`config.mk`:
```
export PLATFORM = sky130hd
export DESIGN_NAME = pc_fetch_unit
export DESIGN_NICKNAME = d
export VERILOG_FILES = /design/src/rtl/pc_fetch_pkg.sv /design/src/rtl/pc_inflight_fifo.sv /design/src/rtl/pc_fetch_unit.sv
export SDC_FILE = /design/constraint.sdc
export NUM_CORES = 1
export LEC_CHECK = 0
export BUFFER_PORTS_ARGS = -buffer_cell sky130_fd_sc_hd__buf_2
export CAP_MARGIN = 20
export CORE_ASPECT_RATIO = 1.75
export CORE_MARGIN = 1.5
export CORE_UTILIZATION = 57
export DETAILED_ROUTE_END_ITERATION = 10
export PLACE_DENSITY = 0.92
export SYNTH_ARGS = -nofsm -noshare
export SYNTH_HDL_FRONTEND = slang
export SYNTH_SLANG_ARGS = --single-unit
```
`constraint.sdc`:
```
create_clock -name clk -period 3.2 [get_ports clk]
set_input_delay 0.16 -clock clk [delete_from_list [all_inputs] [get_ports clk]]
set_output_delay 0.16 -clock clk [all_outputs]
set_load 0.03 [all_outputs]
```
`src/rtl/pc_fetch_pkg.sv`:
```
// pc_fetch_pkg
// Shared constants and types for the fetch-stage PC generator.
//   XLEN_DEF         default PC/address width
//   RESET_VECTOR_DEF default PC after reset
//   INST_BYTES_DEF   default PC increment per issued fetch
//   fetch_entry_t    in-flight queue entry {pc, stale}
package pc_fetch_pkg;

  localparam int                  XLEN_DEF         = 64;
  localparam logic [XLEN_DEF-1:0] RESET_VECTOR_DEF = '0;
  localparam int unsigned         INST_BYTES_DEF   = 4;

  // The pc field is sized for the widest supported PC; narrower cores
  // zero-extend on push and slice on read.
  typedef struct packed {
    logic [XLEN_DEF-1:0] pc;
    logic                stale;
  } fetch_entry_t;

endpackage

```
`src/rtl/pc_inflight_fifo.sv`:
```
// pc_inflight_fifo
// In-order circular buffer of issued fetch PCs.
//   clk, rst_n   clock / asynchronous active-low reset
//   push         write push_entry at the tail (ignored when full)
//   push_entry   entry to write
//   pop          drop the head entry (ignored when empty)
//   mark_stale   set the stale bit of every stored entry
//   head         combinational view of the oldest entry
//   count        number of stored entries (0..DEPTH)
//   empty, full  occupancy flags
module pc_inflight_fifo
  import pc_fetch_pkg::*;
#(
  parameter int DEPTH = 4
) (
  input  logic                     clk,
  input  logic                     rst_n,
  input  logic                     push,
  input  fetch_entry_t             push_entry,
  input  logic                     pop,
  input  logic                     mark_stale,
  output fetch_entry_t             head,
  output logic [$clog2(DEPTH):0]   count,
  output logic                     empty,
  output logic                     full
);

  localparam int AW = $clog2(DEPTH);

  fetch_entry_t mem [DEPTH];

  // Pointers carry one extra wrap bit so full and empty are distinguishable
  // when the index bits match.
  logic [AW:0] wptr;
  logic [AW:0] rptr;
  logic        push_ok;
  logic        pop_ok;

  assign empty   = (wptr == rptr);
  assign full    = (wptr[AW] != rptr[AW]) && (wptr[AW-1:0] == rptr[AW-1:0]);
  assign count   = wptr - rptr;
  assign head    = mem[rptr[AW-1:0]];
  assign push_ok = push && !full;
  assign pop_ok  = pop && !empty;

  // The tail write is placed after the stale sweep so that, if both were
  // ever requested together, the freshly pushed entry keeps its own flag.
  always_ff @(posedge clk or negedge rst_n) begin
    if (!rst_n) begin
      wptr <= '0;
      rptr <= '0;
      for (int i = 0; i < DEPTH; i++) begin
        mem[i] <= '0;
      end
    end else begin
      if (mark_stale) begin
        for (int i = 0; i < DEPTH; i++) begin
          mem[i].stale <= 1'b1;
        end
      end
      if (push_ok) begin
        mem[wptr[AW-1:0]] <= push_entry;
        wptr              <= wptr + 1'b1;
      end
      if (pop_ok) begin
        rptr <= rptr + 1'b1;
      end
    end
  end

endmodule

```
`src/rtl/pc_fetch_unit.sv`:
```
// pc_fetch_unit
// Fetch-stage program counter with request handshake and in-flight tracking.
//   clk, rst_n      clock / asynchronous active-low reset
//   stall           hold the PC and suppress new requests
//   redirect_valid  retarget the PC to redirect_pc this cycle
//   redirect_pc     new fetch target
//   req_valid       fetch request valid (independent of req_ready)
//   req_addr        fetch address (= current_pc)
//   req_ready       memory accepts the request
//   rsp_valid       one in-order memory response
//   rsp_pc_valid    response belongs to the live path
//   rsp_pc          PC of the response (queue head)
//   current_pc      architectural fetch PC
//   inflight_cnt    outstanding requests
//   misaligned      redirect target not a multiple of INST_BYTES
//   protocol_err    sticky: response seen with nothing outstanding
// XLEN must not exceed XLEN_DEF (queue entries are XLEN_DEF wide).
module pc_fetch_unit
  import pc_fetch_pkg::*;
#(
  parameter int                 XLEN         = XLEN_DEF,
  parameter logic [XLEN-1:0]    RESET_VECTOR = XLEN'(RESET_VECTOR_DEF),
  parameter int unsigned        INST_BYTES   = INST_BYTES_DEF,
  parameter int                 DEPTH        = 4
) (
  input  logic                   clk,
  input  logic                   rst_n,
  input  logic                   stall,
  input  logic                   redirect_valid,
  input  logic [XLEN-1:0]        redirect_pc,
  output logic                   req_valid,
  output logic [XLEN-1:0]        req_addr,
  input  logic                   req_ready,
  input  logic                   rsp_valid,
  output logic                   rsp_pc_valid,
  output logic [XLEN-1:0]        rsp_pc,
  output logic [XLEN-1:0]        current_pc,
  output logic [$clog2(DEPTH):0] inflight_cnt,
  output logic                   misaligned,
  output logic                   protocol_err
);

  logic [XLEN-1:0] pc_q;
  logic [XLEN-1:0] pc_next;
  logic            fire;
  logic            pop;
  logic            fifo_empty;
  logic            fifo_full;
  logic            err_q;
  fetch_entry_t    push_entry;
  fetch_entry_t    head;

  pc_inflight_fifo #(
    .DEPTH (DEPTH)
  ) u_fifo (
    .clk        (clk),
    .rst_n      (rst_n),
    .push       (fire),
    .push_entry (push_entry),
    .pop        (pop),
    .mark_stale (redirect_valid),
    .head       (head),
    .count      (inflight_cnt),
    .empty      (fifo_empty),
    .full       (fifo_full)
  );

  // req_valid deliberately ignores a same-cycle pop so it never depends on
  // rsp_valid; rst_n gating keeps it low throughout reset.
  assign req_valid = rst_n && !stall && !redirect_valid && !fifo_full;
  assign fire      = req_valid && req_ready;
  assign req_addr  = pc_q;
  assign current_pc = pc_q;

  assign push_entry.pc    = XLEN_DEF'(pc_q);
  assign push_entry.stale = 1'b0;

  // Responses drain the queue even during stall; a redirect in the same
  // cycle still pops the head but kills its validity.
  assign pop          = rsp_valid && !fifo_empty;
  assign rsp_pc       = head.pc[XLEN-1:0];
  assign rsp_pc_valid = rst_n && pop && !head.stale && !redirect_valid;

  assign misaligned   = redirect_valid && ((redirect_pc % XLEN'(INST_BYTES)) != '0);
  assign protocol_err = err_q;

  // Next-PC priority: redirect, then increment on an accepted request,
  // otherwise hold. The increment wraps naturally at 2^XLEN.
  always_comb begin
    pc_next = pc_q;
    if (redirect_valid) begin
      pc_next = redirect_pc;
    end else if (fire) begin
      pc_next = pc_q + XLEN'(INST_BYTES);
    end
  end

  always_ff @(posedge clk or negedge rst_n) begin
    if (!rst_n) begin
      pc_q  <= RESET_VECTOR;
      err_q <= 1'b0;
    end else begin
      pc_q <= pc_next;
      if (rsp_valid && fifo_empty) begin
        err_q <= 1'b1;
      end
    end
  end

endmodule

```
==> results.md, run 1 <==
- Entering global routing, the biggest net connects around 160 pins.
- The Yosys step of the flow raised 0 warnings.
- The deepest level of the CTS H-tree is 1.
- Measured along the y axis, the die boundary spans 226 um.
- The share of power burned in combinational logic is approximately two fifths.
- The fraction of power consumed by the clock network is a little over a fifth.
- CTS saw around 330 sinks.
- Of the synthesized area, sequential elements account for around 51%.
- Per report_power, the sequential group accounts for approximately two fifths of the total.
- Global routing used between 50 and 60% of the available met2 tracks.
- The first detailed-routing pass ran for 6 iterations.
- Of the total power, the share spent switching nets is 38.2%.
- The required time at the endpoint of the critical path is approximately 3.7 ns.
- TritonCTS created 29 clock buffers.
- Of all nets on the critical path, the largest fanout is 11.
- The wire length of the first global-routing pass is 73,300 um.
- The distinct cell type count of the synthesized netlist is 57.
- Summing every instance area after synthesis gives approximately 16,000 um2.
- By startpoint and endpoint, the worst setup path is classified as flip-flop to flip-flop.
- The maximum clock frequency is 317 MHz.
- The worst setup path is launched from a flip-flop.
- 0 antenna diodes ended up in the layout.
- The max-slew violation count is 0.
- In the synthesized netlist the dominant register cell turns out to be dfrtp_1.
- For this run, asynchronously set or reset flops after synthesis account for 100%.
- The maximum buffer depth of the clock tree is 3.
- The number of DRC violations after detailed-routing iteration 0 is 1,348.
- Measured against its own limit, the worst slew margin works out to between 30% and 40%.
- In the final layout, the share of cells above drive strength 1 is 43.7%.
- The via count of the first global-routing pass is 13,100.
- Setup violations remaining at the end of the flow were counted as 0.
- The half-perimeter wire length after detailed placement is 29,500 um.
- The flow ran to the end, and the final reports show no timing, DRC or antenna violations.
- Clock-pin slew was measured on the worst setup and hold paths at 0.07 ns.
- The worst clock skew is ~0.029 ns.
- The met3 capacity usage during global routing is about 5.5%.
- In this run the worst hold path is classified as primary input to flip-flop.
- The transition time at the pin with the least slew margin is around 1 ns.
- The net load switching power is roughly 6.5 mW.
- At the end of routability-driven placement, the weighted congestion stood at about 0.94.
- After synthesis, the most frequently instantiated cells are dfrtp_1 (331), mux2_2 (228), nand2_1 (112).
- On the final layout, the worst hold slack is 0.0575 ns.
- The area enclosed by the die boundary is roughly 30,000 um2.
- Buffers placed on the I/O ports in this run total 268.
- STA puts the critical path data arrival time at 3.66 ns.
- The number of I/O pins is around 270.
- OpenSTA, run right after detailed placement, puts the worst setup slack at approximately 0.48 ns.
- The count of standard-cell rows is 81.
- After synthesis, the largest area contributor takes up 51.0% of total cell area.
- Max-cap violations in this run came to 0.
- The core region is roughly 28,000 um2.
- The clock reaches the later pin of the worst-skew pair after 0.57 ns.
- The most congested layer reported by global routing is met2.
- The average wire per cell in the routed design is between 20 and 25 um.
- The initial standard-cell utilization of the core is between 50% and 60%.
- The completed layout was analyzed and its total power is between 15 and 20 mW.
- The largest total area in the synthesized netlist belongs to dfrtp_1.
- At the end of the flow, the number of nets in the layout was between 1,500 and 2,000.
- The number of antenna-violating nets in the routed design is 0.
- The power per cell area is slightly below 900 nW/um2.
- The filler cells instantiated in the layout total roughly 1,900.
- The area growth from synthesis to layout is 18.4%.
- The average instance in the mapped netlist occupies around 13 um2.
- The cell-internal power is roughly 11 mW.
- The initial antenna violation count is 0.
- The count of unresolved DRC violations after routing is 0.
- The worst path meets setup with 0.0409 ns of slack.
- Counting I/O delays and the setup requirement, the final critical path takes between 3 and 4 ns.
- The global-route usage over all layers is between 30% and 40%.
- The total negative setup slack is 0 ns.
- The worst path uses between 90 and 100% of the clock period.
- The cell with the most instances after synthesis is dfrtp_1.
- The horizontal extent of the die is between 100 and 150 um.
- The net count after synthesis is ~1,400.
- For this block, the via count after detailed routing is 12,600.
- The category of the worst setup path capture point is a flip-flop.
- The library cell used as clock root buffer is clkbuf_16.
- The worst voltage drop across the vdd grid is 605 uV.
- TritonCTS built the clock tree.
- Dividing the detail-routed via count by the number of cells gives 6.55.
- The cell count after synthesis is around 1,300.
- The routed wire length is between 40,000 and 50,000 um.
- Sorting the synthesized cells by area gives the leading types as dfrtp_1 (51%), mux2_2 (16%), mux4_2 (9.0%).
- The sum of overflow across all layers after global routing is 0.
- The leakage power total is around 9.1 nW.
- The met1 layer usage reported by global route is a little under two fifths.
- The hold violation count in the final report is 0.
- The number of enable-type register cells in the synthesized netlist is 0.
- Synthesis inferred around 330 register bits.
## kinds of logic after synthesis
| logic type | after synthesis | share of synthesized area, % |
|---|---|---|
| buf+inv | 182 | 6.05 |
| simple gates | 302 | 10.1 |
| flops | 331 | 51.0 |
| xor+xnor | 8 | 0.431 |
| fa+ha+maj | 9 | 0.739 |
| compound gates | 164 | 6.81 |
| mux | 295 | 24.9 |
## area by class of cell
| class | count | area [um2] | area share [%] |
|---|---|---|---|
| sequential | 331 | 8290 | 43.1 |
| multi-input combinational | 778 | 7030 | 36.6 |
| inverter | 15 | 56.3 | 0.293 |
| clock inverter | 11 | 140 | 0.729 |
| timing repair buffer | 372 | 2380 | 12.4 |
| clock buffer | 41 | 861 | 4.48 |
| tap | 373 | 467 | 2.43 |
## registers in the layout (all words and copies together), names as in the netlist
| register | flops |
|---|---|
| current_pc | 64 |
| protocol_err | 1 |
| u_fifo.rptr | 3 |
| u_fifo.mem | 260 |
| u_fifo.wptr | 3 |
## critical path, stage by stage, from the launching register on
cell and delay [ns]:
dfrtp_1 0.61, nand4_1 0.39, nor4_2 0.42, buf_4 0.21, nand4_1 0.31, or2_2 0.40
o211ai_1 0.17, dlygate4sd3_1 0.58
## layer usage
metal  vias up  share of wire [%]
li1       5199                  -
met4         0                7.4
met5         -                  0
met2       866                 52
met1      6285                 33
met3       223                8.3
## final timing paths
path                                 startpoint        endpoint  slack [ns]  cells after the start
worst min-delay path            redirect_pc[49]  current_pc[49]        0.06                      5
max in group asynchronous                 rst_n  u_fifo.mem[10]        1.05                      4
worst min register to register     protocol_err    protocol_err        0.45                      1
min in group asynchronous                 rst_n  u_fifo.mem[34]        0.07                      2
worst max-delay path              current_pc[7]  current_pc[61]        0.04                      7
worst max register to register    current_pc[7]  current_pc[61]        0.04                      7
## layout by cell type, fill, tap and decap left out, types with 6 or more instances in the layout
cell,synthesis,routed
and3_1,13,13
clkbuf_8,0,9
ha_1,8,8
dfrtp_1,331,329
nand3_1,45,45
nand2_1,112,108
mux2_2,228,228
o21ai_0,52,52
o211ai_1,35,35
nor2_1,27,26
buf_4,66,31
dlygate4sd3_1,0,66
nand4_1,23,23
mux4_2,65,65
or4_1,17,17
a22oi_1,11,11
nor4_1,13,12
a221o_1,7,7
xnor2_1,6,6
buf_2,37,267
o311ai_0,17,17
buf_12,0,7
clkbuf_16,0,29
inv_1,15,15
a21oi_1,16,16
nor3_1,13,13
## per-stage QoR
stage | util (%) | instances | instance area [um2]
floorplan | - | 1291 | 16200
global placement | 62.7 | 1801 | 17500
detailed placement | 62.7 | 1801 | 17500
CTS | 68.7 | 1919 | 19200
global route | 68.8 | 1921 | 19200
finish | 68.8 | 1921 | 19200
## what timing repair did
action                                  4_1_cts  5_1_grt
endpoints found under the setup margin        0        1
hold endpoints to repair                     92        0
hold buffers                                 66        0
resized for setup                             0        1
buffers inserted                              0        2
## power by group through the flow
stage                     Combinational, mW  Sequential (mW)  Clock, mW
final                                  6.71             6.60       3.68
after global routing                   7.11             6.73       3.86
after CTS                              6.72             6.52       3.70
after detailed placement               6.61             6.58          0
after global placement                 6.45             6.41          0
after floorplan                        4.85             6.36          0
No activity file was read; power rests on OpenSTA's default activity.
==> run 2: changes to the inputs <==
CORE_ASPECT_RATIO = 1.4   (was 1.75)
==> results.md, run 2 (synthesized netlist as in run 1, its figures left out) <==
- Setup violations remaining at the end of the flow were counted as 0.
- The setup path with the least slack is of type flip-flop to output port.
- In this run the static leakage power is about 9 nW.
- The transition time at the pin with the least slew margin is 1.14 ns.
- The flow ran to the end, and the final reports show no timing, DRC or antenna violations.
- The die covers 29,500 um2.
- The number of diodes is 0.
- Gates resized during post-CTS repair numbered 0.
- The library cell used most frequently in the layout, excluding fill and tap cells, is dfrtp_1.
- The final cell count without fillers is between 1,500 and 2,000.
- After detailed placement, the total cell area comes to approximately 18,000 um2.
- The number of maximum-capacitance constraint violations is 0.
- The reg2reg setup slack is 0.28 ns.
- In the routed layout, each cell is associated on average with a via count of 6.46.
- The clock latency on the worst-skew pair is roughly 0.52 ns.
- The maximum clock frequency is approximately 340 MHz.
- The launching point of the worst reg2reg path is current_pc[3].
- The TritonCTS sink count is 331.
- The area of the core is ~28,000 um2.
- The routed via count is about 12,000.
- Dividing total power by cell area gives a power density of roughly 900 nW/um2.
- Buffers inserted during clock tree synthesis total 34.
- The required time at the endpoint of the critical path is approximately 3 ns.
- In the post-route analysis, the smallest setup slack over all paths is between 0.2 and 0.25 ns.
- Across the routed clock network, the largest skew measured is 0.0179 ns.
- The hold violation count in the final report is 0.
- Hold timing on the final database bottoms out at a slack of approximately 0.026 ns.
- The deepest level of the CTS H-tree is 2.
- The count of nets left with antenna violations once routing finished came out at 0.
- After detailed routing, the average wire length per cell comes to around 24 um.
- The final layout contains routed wiring with a total length of roughly 47,000 um.
- The number of I/O pins is approximately 270.
- The initial antenna violation count was 1.
- At the end of routability-driven placement, the weighted congestion stood at 0.892.
- VDD sags by at most just over 600 uV.
- Along the worst hold path, the cell count comes to 4.
- In this run, the number of DRC markers left after iteration 0 of detailed routing was around 1,000.
- The flip-flop count of the largest register after layout is 260.
- The area growth from synthesis to layout is 19.0%.
- The floorplan step set the die width to 146 um.
- Timing analysis after detailed placement gives a worst setup slack of roughly 0.41 ns.
- The count of unresolved DRC violations after routing is 0.
- The via count of the first global-routing pass came to 12,900.
- In the layout the commonest cells are dfrtp_1 (329), buf_2 (267), mux2_2 (228).
- The capture endpoint of the worst hold path is current_pc[34].
- Global routing used about a third of the available tracks across all layers.
- The longest clock path from root to sink contains 3 buffers.
- TritonCTS built the clock tree.
- The share of the clock period used by the worst path is around 90%.
- The root buffer cell chosen for the clock tree is clkbuf_16.
- The instance count after placement with tap cells included is between 1,500 and 2,000.
- After legalization and detailed placement, the total HPWL measured 29,200 um.
- Entering global routing, the biggest net connects 83 pins.
- STA classifies the critical path startpoint as a flip-flop.
- The total overflow left after global routing is 0.
- Ranked by flip-flop count, first place goes to u_fifo.mem.
- The endpoint of the worst register-to-register path is current_pc[40].
- The total negative setup slack is 0 ns.
- The logic depth of the worst register-to-register path is 6.
- The count of buffers added on input and output ports is 268.
- The final standard cell area without fillers is 19,300 um2.
- The worst setup path is captured at an output port.
- The max-slew violation count is 0.
- After clock tree synthesis, the clock-pin slew on the worst setup and hold paths is ~0.07 ns.
- The first detailed-routing pass took 6 iterations.
- The first global-routing pass estimated 72,900 um of wire.
- For this run, the post-layout net count is ~1,600.
- The die is 203 um tall.
- The fraction of final layout cells with drive strength greater than 1 is 43.5%.
- The count of standard-cell rows is between 70 and 80.
- The initial standard-cell utilization of the core is between 50 and 60%.
- The arrival time of data at the critical path endpoint is 2.80 ns.
- In this run the worst path has a maximum fanout of 68.
- The class of the most critical hold timing path is primary input to flip-flop.
- The startpoint of the worst hold path is redirect_pc[34].
- The final critical delay including setup and external delays is between 2 and 3 ns.
- Setup repair after global routing left no endpoint under its margin.
- The overall power consumption is approximately 17 mW.
- The utilization of the core after routing is 69.5%.
- The worst max-slew margin expressed relative to the limit is 24.0%.
[run 2: worst max path at each step]
stage	start	slack [ns]	cells past startpoint	to
after floorplan	u_fifo.rptr[1]	0.35	11	current_pc[10]
after global placement	current_pc[2]	0.56	6	current_pc[40]
after detailed placement	current_pc[2]	0.41	6	current_pc[40]
after CTS	u_fifo.rptr[1]	0.25	4	rsp_pc_valid
after global routing	current_pc[2]	0.13	6	current_pc[40]
final	u_fifo.rptr[1]	0.24	4	rsp_pc_valid
[run 2: power breakdown]
| part | total, mW | switching [mW] | internal [mW] |
|---|---|---|---|
| Sequential | 6.61 | 1.03 | 5.58 |
| Combinational | 6.62 | 3.80 | 2.81 |
| Clock | 4.11 | 1.67 | 2.44 |
| Total | 17.3 | 6.50 | 10.8 |
[run 2: area by class of cell]
class | count | area, um2
clock inverters | 9 | 106
inverters | 15 | 56.3
repair buffers | 363 | 2340
clock buffers | 51 | 1050
multi-input cells | 778 | 7030
flip-flops and latches | 331 | 8290
well taps | 370 | 463
fillers | 1799 | 8500
[run 2: timing repair]
action / 4_1_cts / 5_1_grt
hold buffers: 63 / 0
endpoints found under the hold margin: 257 / 0
buffers inserted: 0 / 0
[run 2: metal layers]
metal / wire length (um) / share of wire [%] / global-route usage [%] / vias up
met1: 15900 / 34 / 37.1 / 6259
li1: - / - / - / 5190
met3: 3610 / 7.7 / 4.90 / 193
met5: 12 / 0.026 / 0 / -
met2: 24400 / 52 / 55.8 / 747
met4: 3000 / 6.4 / 19.0 / 2
[run 2: critical path: stages, from the launching register on]
cell and delay, ns:
dfrtp_4 0.40, buf_4 0.86, mux4_2 0.62, nor3_1 0.16
buf_2 0.23
